==> src/rtl/uart_pkg.sv <==
// Shared types and helpers for the UART transmit path: FSM states, datapath
// control bundle and the frame parity function.
package uart_pkg;

  typedef enum logic [2:0] {
    IDLE   = 3'd0,
    START  = 3'd1,
    DATA   = 3'd2,
    PARITY = 3'd3,
    STOP   = 3'd4
  } tx_state_t;

  typedef enum logic [1:0] {
    SEL_MARK   = 2'd0,
    SEL_SPACE  = 2'd1,
    SEL_DATA   = 2'd2,
    SEL_PARITY = 2'd3
  } tx_sel_t;

  typedef struct packed {
    logic    clk_en;
    logic    clk_clr;
    logic    bit_en;
    logic    bit_clr;
    logic    stop_en;
    logic    stop_clr;
    logic    shift_load;
    logic    shift_en;
    tx_sel_t tx_sel;
  } tx_ctrl_t;

  localparam int MAX_DATA_WIDTH = 9;

  // Zero-extension of a narrower word does not change its XOR reduction.
  function automatic logic calc_parity(input logic [MAX_DATA_WIDTH-1:0] word,
                                       input logic odd);
    return (^word) ^ odd;
  endfunction

endpackage

==> src/rtl/counter.sv <==
// Up-counter with synchronous clear (priority over enable) and synchronous
// active-low reset.
module counter #(
  parameter int WIDTH = 4
) (
  input  logic             clock,
  input  logic             reset_n,
  input  logic             i_en,
  input  logic             i_clr,
  output logic [WIDTH-1:0] o_count
);

  logic [WIDTH-1:0] r_count;

  // Count register.
  always_ff @(posedge clock) begin
    if (!reset_n) begin
      r_count <= {WIDTH{1'b0}};
    end else if (i_clr) begin
      r_count <= {WIDTH{1'b0}};
    end else if (i_en) begin
      r_count <= r_count + WIDTH'(1);
    end else begin
      r_count <= r_count;
    end
  end

  assign o_count = r_count;

endmodule

==> src/rtl/tx_datapath.sv <==
// UART transmit datapath: bit-timing, data-bit and stop-bit counters, PISO
// shift register, parity flop and the registered line driver.
module tx_datapath
  import uart_pkg::*;
#(
  parameter int CLKS_PER_BIT = 10,
  parameter int DATA_WIDTH   = 8,
  parameter int PARITY_ODD   = 0,
  parameter int STOP_BITS    = 1
) (
  input  logic                  clock,
  input  logic                  reset_n,
  input  tx_ctrl_t              i_ctrl,
  input  logic [DATA_WIDTH-1:0] i_data,
  output logic                  o_bit_end,
  output logic                  o_last_data_bit,
  output logic                  o_last_stop_bit,
  output logic                  o_serial
);

  localparam int CW = (CLKS_PER_BIT > 1) ? $clog2(CLKS_PER_BIT) : 1;
  localparam int BW = $clog2(DATA_WIDTH) + 1;

  logic [CW-1:0]         w_clk_count;
  logic [BW-1:0]         w_bit_count;
  logic [0:0]            w_stop_count;
  logic [DATA_WIDTH-1:0] r_shift;
  logic [DATA_WIDTH-1:0] w_shift_next;
  logic                  r_parity;
  logic                  r_serial;
  logic                  w_serial_next;

  counter #(.WIDTH(CW)) u_clk_count (
    .clock   (clock),
    .reset_n (reset_n),
    .i_en    (i_ctrl.clk_en),
    .i_clr   (i_ctrl.clk_clr),
    .o_count (w_clk_count)
  );

  counter #(.WIDTH(BW)) u_bit_count (
    .clock   (clock),
    .reset_n (reset_n),
    .i_en    (i_ctrl.bit_en),
    .i_clr   (i_ctrl.bit_clr),
    .o_count (w_bit_count)
  );

  counter #(.WIDTH(1)) u_stop_count (
    .clock   (clock),
    .reset_n (reset_n),
    .i_en    (i_ctrl.stop_en),
    .i_clr   (i_ctrl.stop_clr),
    .o_count (w_stop_count)
  );

  assign o_bit_end       = (w_clk_count == CW'(CLKS_PER_BIT - 1));
  assign o_last_data_bit = (w_bit_count == BW'(DATA_WIDTH - 1));
  assign o_last_stop_bit = (w_stop_count == 1'(STOP_BITS - 1));

  // The line mux reads the post-edge shift value, so each data bit reaches
  // the output flop on the same edge the register moves.
  always_comb begin
    w_shift_next = r_shift;
    if (i_ctrl.shift_load) begin
      w_shift_next = i_data;
    end else if (i_ctrl.shift_en) begin
      w_shift_next = {1'b0, r_shift[DATA_WIDTH-1:1]};
    end else begin
      w_shift_next = r_shift;
    end
  end

  // Shift register and parity of the accepted word.
  always_ff @(posedge clock) begin
    if (!reset_n) begin
      r_shift  <= {DATA_WIDTH{1'b0}};
      r_parity <= 1'b0;
    end else begin
      r_shift <= w_shift_next;
      if (i_ctrl.shift_load) begin
        r_parity <= calc_parity(MAX_DATA_WIDTH'(i_data), 1'(PARITY_ODD));
      end else begin
        r_parity <= r_parity;
      end
    end
  end

  // Line level selected by the FSM for the coming cycle.
  always_comb begin
    w_serial_next = 1'b1;
    case (i_ctrl.tx_sel)
      SEL_MARK:   w_serial_next = 1'b1;
      SEL_SPACE:  w_serial_next = 1'b0;
      SEL_DATA:   w_serial_next = w_shift_next[0];
      SEL_PARITY: w_serial_next = r_parity;
      default:    w_serial_next = 1'b1;
    endcase
  end

  // Output flop; the line idles (and resets) to mark.
  always_ff @(posedge clock) begin
    if (!reset_n) begin
      r_serial <= 1'b1;
    end else begin
      r_serial <= w_serial_next;
    end
  end

  assign o_serial = r_serial;

endmodule

==> src/rtl/uart_tx.sv <==
// UART transmitter: valid/ready word intake, framing FSM and serial line
// output (start, LSB-first data, optional parity, 1 or 2 stop bits).
module uart_tx
  import uart_pkg::*;
#(
  parameter int CLK_FREQ   = 100_000_000,
  parameter int BAUD_RATE  = 115200,
  parameter int DATA_WIDTH = 8,
  parameter int PARITY_EN  = 0,
  parameter int PARITY_ODD = 0,
  parameter int STOP_BITS  = 1
) (
  input  logic                  clock,
  input  logic                  reset_n,
  input  logic                  tx_valid,
  input  logic [DATA_WIDTH-1:0] tx_data,
  output logic                  tx_ready,
  output logic                  tx_serial,
  output logic                  tx_busy,
  output logic                  tx_done
);

  localparam int CLKS_PER_BIT = CLK_FREQ / BAUD_RATE;

  generate
    if (CLKS_PER_BIT < 2) begin : g_bad_baud
      $error("uart_tx: CLK_FREQ / BAUD_RATE must be at least 2");
    end
    if (DATA_WIDTH < 5 || DATA_WIDTH > MAX_DATA_WIDTH) begin : g_bad_width
      $error("uart_tx: DATA_WIDTH must be in 5..9");
    end
    if (STOP_BITS < 1 || STOP_BITS > 2) begin : g_bad_stop
      $error("uart_tx: STOP_BITS must be 1 or 2");
    end
  endgenerate

  tx_state_t r_state;
  tx_state_t w_state_next;
  tx_ctrl_t  w_ctrl;
  logic      w_bit_end;
  logic      w_last_data_bit;
  logic      w_last_stop_bit;
  logic      w_frame_end;
  logic      w_xfer;
  logic      r_busy;

  assign w_frame_end = (r_state == STOP) && w_bit_end && w_last_stop_bit;
  assign tx_ready    = (r_state == IDLE) || w_frame_end;
  assign w_xfer      = tx_valid && tx_ready;
  assign tx_done     = w_frame_end;
  assign tx_busy     = r_busy;

  // State register and busy flag.
  always_ff @(posedge clock) begin
    if (!reset_n) begin
      r_state <= IDLE;
      r_busy  <= 1'b0;
    end else begin
      r_state <= w_state_next;
      r_busy  <= (w_state_next != IDLE);
    end
  end

  // Next state and datapath controls; tx_sel names the line level of the
  // state being entered, since the line is registered.
  always_comb begin
    w_state_next  = r_state;
    w_ctrl        = '0;
    w_ctrl.tx_sel = SEL_MARK;
    case (r_state)
      IDLE: begin
        w_ctrl.clk_clr = 1'b1;
        if (w_xfer) begin
          w_state_next      = START;
          w_ctrl.shift_load = 1'b1;
          w_ctrl.bit_clr    = 1'b1;
          w_ctrl.stop_clr   = 1'b1;
          w_ctrl.tx_sel     = SEL_SPACE;
        end else begin
          w_ctrl.tx_sel = SEL_MARK;
        end
      end
      START: begin
        if (w_bit_end) begin
          w_state_next   = DATA;
          w_ctrl.clk_clr = 1'b1;
          w_ctrl.tx_sel  = SEL_DATA;
        end else begin
          w_ctrl.clk_en = 1'b1;
          w_ctrl.tx_sel = SEL_SPACE;
        end
      end
      DATA: begin
        w_ctrl.tx_sel = SEL_DATA;
        if (w_bit_end) begin
          w_ctrl.clk_clr  = 1'b1;
          w_ctrl.shift_en = 1'b1;
          if (w_last_data_bit) begin
            w_ctrl.bit_clr = 1'b1;
            if (PARITY_EN != 0) begin
              w_state_next  = PARITY;
              w_ctrl.tx_sel = SEL_PARITY;
            end else begin
              w_state_next  = STOP;
              w_ctrl.tx_sel = SEL_MARK;
            end
          end else begin
            w_ctrl.bit_en = 1'b1;
          end
        end else begin
          w_ctrl.clk_en = 1'b1;
        end
      end
      PARITY: begin
        if (w_bit_end) begin
          w_state_next   = STOP;
          w_ctrl.clk_clr = 1'b1;
          w_ctrl.tx_sel  = SEL_MARK;
        end else begin
          w_ctrl.clk_en = 1'b1;
          w_ctrl.tx_sel = SEL_PARITY;
        end
      end
      STOP: begin
        w_ctrl.tx_sel = SEL_MARK;
        if (w_bit_end) begin
          w_ctrl.clk_clr = 1'b1;
          if (w_last_stop_bit) begin
            w_ctrl.stop_clr = 1'b1;
            // A word accepted on the final stop clock starts with no gap.
            if (w_xfer) begin
              w_state_next      = START;
              w_ctrl.shift_load = 1'b1;
              w_ctrl.bit_clr    = 1'b1;
              w_ctrl.tx_sel     = SEL_SPACE;
            end else begin
              w_state_next = IDLE;
            end
          end else begin
            w_ctrl.stop_en = 1'b1;
          end
        end else begin
          w_ctrl.clk_en = 1'b1;
        end
      end
      default: begin
        w_state_next  = IDLE;
        w_ctrl.tx_sel = SEL_MARK;
      end
    endcase
  end

  tx_datapath #(
    .CLKS_PER_BIT (CLKS_PER_BIT),
    .DATA_WIDTH   (DATA_WIDTH),
    .PARITY_ODD   (PARITY_ODD),
    .STOP_BITS    (STOP_BITS)
  ) u_datapath (
    .clock           (clock),
    .reset_n         (reset_n),
    .i_ctrl          (w_ctrl),
    .i_data          (tx_data),
    .o_bit_end       (w_bit_end),
    .o_last_data_bit (w_last_data_bit),
    .o_last_stop_bit (w_last_stop_bit),
    .o_serial        (tx_serial)
  );

endmodule
==> config.mk <==
export PLATFORM = sky130hd
export DESIGN_NAME = uart_tx
export DESIGN_NICKNAME = d
export VERILOG_FILES = /design/src/rtl/uart_pkg.sv /design/src/rtl/counter.sv /design/src/rtl/tx_datapath.sv /design/src/rtl/uart_tx.sv
export SDC_FILE = /design/constraint.sdc
export NUM_CORES = 1
export LEC_CHECK = 0
export CAP_MARGIN = 20
export CORE_ASPECT_RATIO = 0.8
export CORE_UTILIZATION = 45
export DETAILED_ROUTE_END_ITERATION = 8
export GPL_TIMING_DRIVEN = 0
export PLACE_DENSITY = 0.66
export SYNTH_ARGS = -nofsm -noshare
export SYNTH_HDL_FRONTEND = slang
export SYNTH_SLANG_ARGS = --single-unit
==> constraint.sdc <==
create_clock -name clock -period 2.3 [get_ports clock]
set_clock_uncertainty 0.1 [all_clocks]
set_input_delay 0.46 -clock clock [delete_from_list [all_inputs] [get_ports clock]]
set_output_delay 0.46 -clock clock [all_outputs]
set_load 0.03 [all_outputs]
==> results.md <==
* Worst-path cell chain: ha_4, nand2_8, o41a_1, nor3_4, buf_6
* Mapped Area at ~1700 sq um
* Vias in the first global route at between 1500 and 2000
* Final hold violations at 0
* Pwr Total at 1110 uW
* Busiest grt layer: met2
* Initial DRC Count at between 100 and 150
* Total grt overflow at 0
* Layout cell share with drive strength beyond 1 at between 20% and 30%
* Hold WC Path Type: reg2reg
* CP Capture Type: output pin
* Nets@finish at about 240
* Final setup viols at 1
* CTS Sinks at 29
* Largest net degree at the start of global routing at 11
* Row Count at 19
* Number of synthesized flops with an enable pin at 0
* Worst setup path class: reg2out
* Distinct cells, synth at 54
* Leak at between 0.0006 and 0.0007 uW
* Residual DRC count at 2
* CP Launch Type: register
* Avg WL per Cell at 16.7 um
* Syn_nets at ~220
* Clock transition at path regs at approximately 60 ps
* Average size of a mapped cell at 8.27 sq um
* Period utilisation layout at 101%
* Post-DP HPWL at about 3100 um
* Met2 Use GR at 34.3%
* Diode count at 0
* Core Region at about 3500 sq um
* Commonest cells post-synth: dfxtp_1 (29), nand2_1 (23), a21oi_1 (14)
* Worst Path Arrival at 1770 ps
* Worst Tran Pin Value at about 540 ps
* MaxCap Viol Count at 0
* Setup TNS at -31.1 ps
* Min Tclk post-route at around 2300 ps
* Worst Path Buf+Inv at 1
* Final worst slack at -31.1 ps
* Routed vias at about 1700
* Top-Level Pins at 15
* # hold bufs at CTS at 0
* Remaining antenna violation count after routing at 0
* Met3 usage at ~7%
* Max stage delay cell, worst path: o41a_1
* CP max FO at 7
* Gr usage total at a little under a quarter
* WL final at ~4600 um
* Slew Limit Fails at 0
* P per Cell Area at roughly 530 nW/um^2
* RSZ-0062 raised after global routing: true
* Die area at around 4000 sq um
* Leading area contributor after synthesis: dfxtp_1
* Initial antenna violation count at 0
* Register bit total from synthesis at 29
* R2r setup slk at 190 ps
* Drt pass-1 iters at 6
* Failing checks: design-rule violations, negative setup slack
* Die Ht at ~57 um
* Top FF cell, synth: dfxtp_1
* Deepest clock path buffer count at 2
* Largest stage delay on the critical path at approximately 480 ps
* Vias per cell at about 6.3
* Starting Density at 48.2%
* VDD IR max at between 0.4 and 0.5 mV
* Gate Count Post-Synth at between 200 and 250
* Max Fclk at approximately 0.43 GHz
* Top post-synthesis cells by area: dfxtp_1 (34%), nand2_1 (5.1%), a21oi_1 (4.1%), xnor2_1 (4.1%), nor3_1 (3.2%)
* Sequential cell area fraction in the yosys report at about a third
* Hold Slack at roughly 380 ps
* Htree depth at 2
* Synthesis-to-finish area growth at 24.4%
* Port Buffers at 13
* Clock root buffer: clkbuf_8
* Delay-heaviest family, CP: compound AO/OA/AOI/OAI gates
* Synth warn at 0
* Total CTS buffers at 5
* Slew Limit Headroom at approximately 64%
* Status: complete, but fails checks
* Clk_lat worst skew at 280 ps
* Global-route wire length before repair at 7330 um
* Synth top area share at 34.2%
* WP data required at ~1700 ps
* Gp weighted congestion at 0.872
* Die X at about 70 um
* Met1 Use GR at between 30% and 40%
* Top-count cell post-synth: dfxtp_1
* Async SR Flop Fraction at 0%
* TritonCTS clock tree: yes
[where the power goes]
group	switching, uW	internal, uW	total [uW]
combinational	103	76.0	178
clock	185	214	400
sequential	9.90	522	532
total	298	812	1110
[sequential cells by signal, summed over array words and instances, names as in the netlist]
name / flops
r_state: 3
tx_busy: 1
u_datapath.o_serial: 1
u_datapath.r_parity: 1
u_datapath.r_shift: 8
u_datapath.u_bit_count.o_count: 4
u_datapath.u_clk_count.o_count: 10
u_datapath.u_stop_count.o_count: 1
[cell families (layout without fill, tap and decap cells)]
family	after synthesis	after routing	share of synthesized area [%]
AOI/OAI and AO/OA	55	55	22.7
adders and majority gates	2	2	1.48
buffers and inverters	20	47	5.39
DFF	29	29	34.2
xor gates and xnor gates	9	9	4.65
and+or+nand+nor	90	90	31.6
[what timing repair did]
item	CTS	global route
setup buffers	4	6
resized for setup	22	20
pin swaps	1	4
setup endpoints to repair	2	7
[routing by layer]
| layer | vias up | part of all wire (%) |
|---|---|---|
| met1 | 814 | 48 |
| li1 | 839 | - |
| met5 | - | 0 |
| met4 | 0 | 1.2 |
| met3 | 7 | 7.4 |
| met2 | 72 | 44 |
[worst paths after layout]
check | startpoint | end | cells after the start
worst max-delay path | u_datapath.u_clk_count.o_count[1]$_SDFFE_PP0P_ | tx_ready | 5
worst min-delay path | u_datapath.u_bit_count.o_count[1]$_SDFFE_PP0P_ | u_datapath.u_bit_count.o_count[1]$_SDFFE_PP0P_ | 2
worst max register to register | r_state[0]$_SDFF_PN0_ | u_datapath.r_shift[6]$_SDFFE_PN0P_ | 5
worst min register to register | u_datapath.u_bit_count.o_count[1]$_SDFFE_PP0P_ | u_datapath.u_bit_count.o_count[1]$_SDFFE_PP0P_ | 2
[worst min-delay path, delay by kind of cell (launching register included)]
family,cells,cell delay [ps]
flip-flops,1,320
AND/OR/NAND/NOR,1,60
AO/OA/AOI/OAI,1,50
[per-stage QoR]
| step | instances | worst slack, ps | cell area [sq um] | utilization [%] |
|---|---|---|---|---|
| after floorplan | 205 | -45.2 | 1710 | - |
| after global placement | 260 | -691 | 1890 | 53.7 |
| after detailed placement | 260 | -712 | 1890 | 53.7 |
| after CTS | 271 | -193 | 2040 | 58.1 |
| after global routing | 274 | -94.0 | 2110 | 60.0 |
| final | 274 | -31.1 | 2110 | 60.0 |
[area by class of cell]
type / instances / area, sq um
Multi-Input combinational cell: 156 / 1100
Sequential cell: 29 / 603
Timing Repair Buffer: 23 / 204
Buffer: 10 / 45.0
Tap cell: 42 / 52.6
Fill cell: 301 / 1410
Inverter: 6 / 22.5
Clock buffer: 8 / 80.1
[cell usage in the layout, fill, tap and decap left out, types with 7 or more instances in the layout]
cell type        instances
clkbuf_1                 9
or4_1                    7
nand3_1                  7
buf_4                   12
xnor2_1                  8
nor3_1                   9
dfxtp_1                 19
nand2_1                 22
a21oi_1                 14
clkdlybuf4s50_1         11
(Power assumes the default switching activity.)
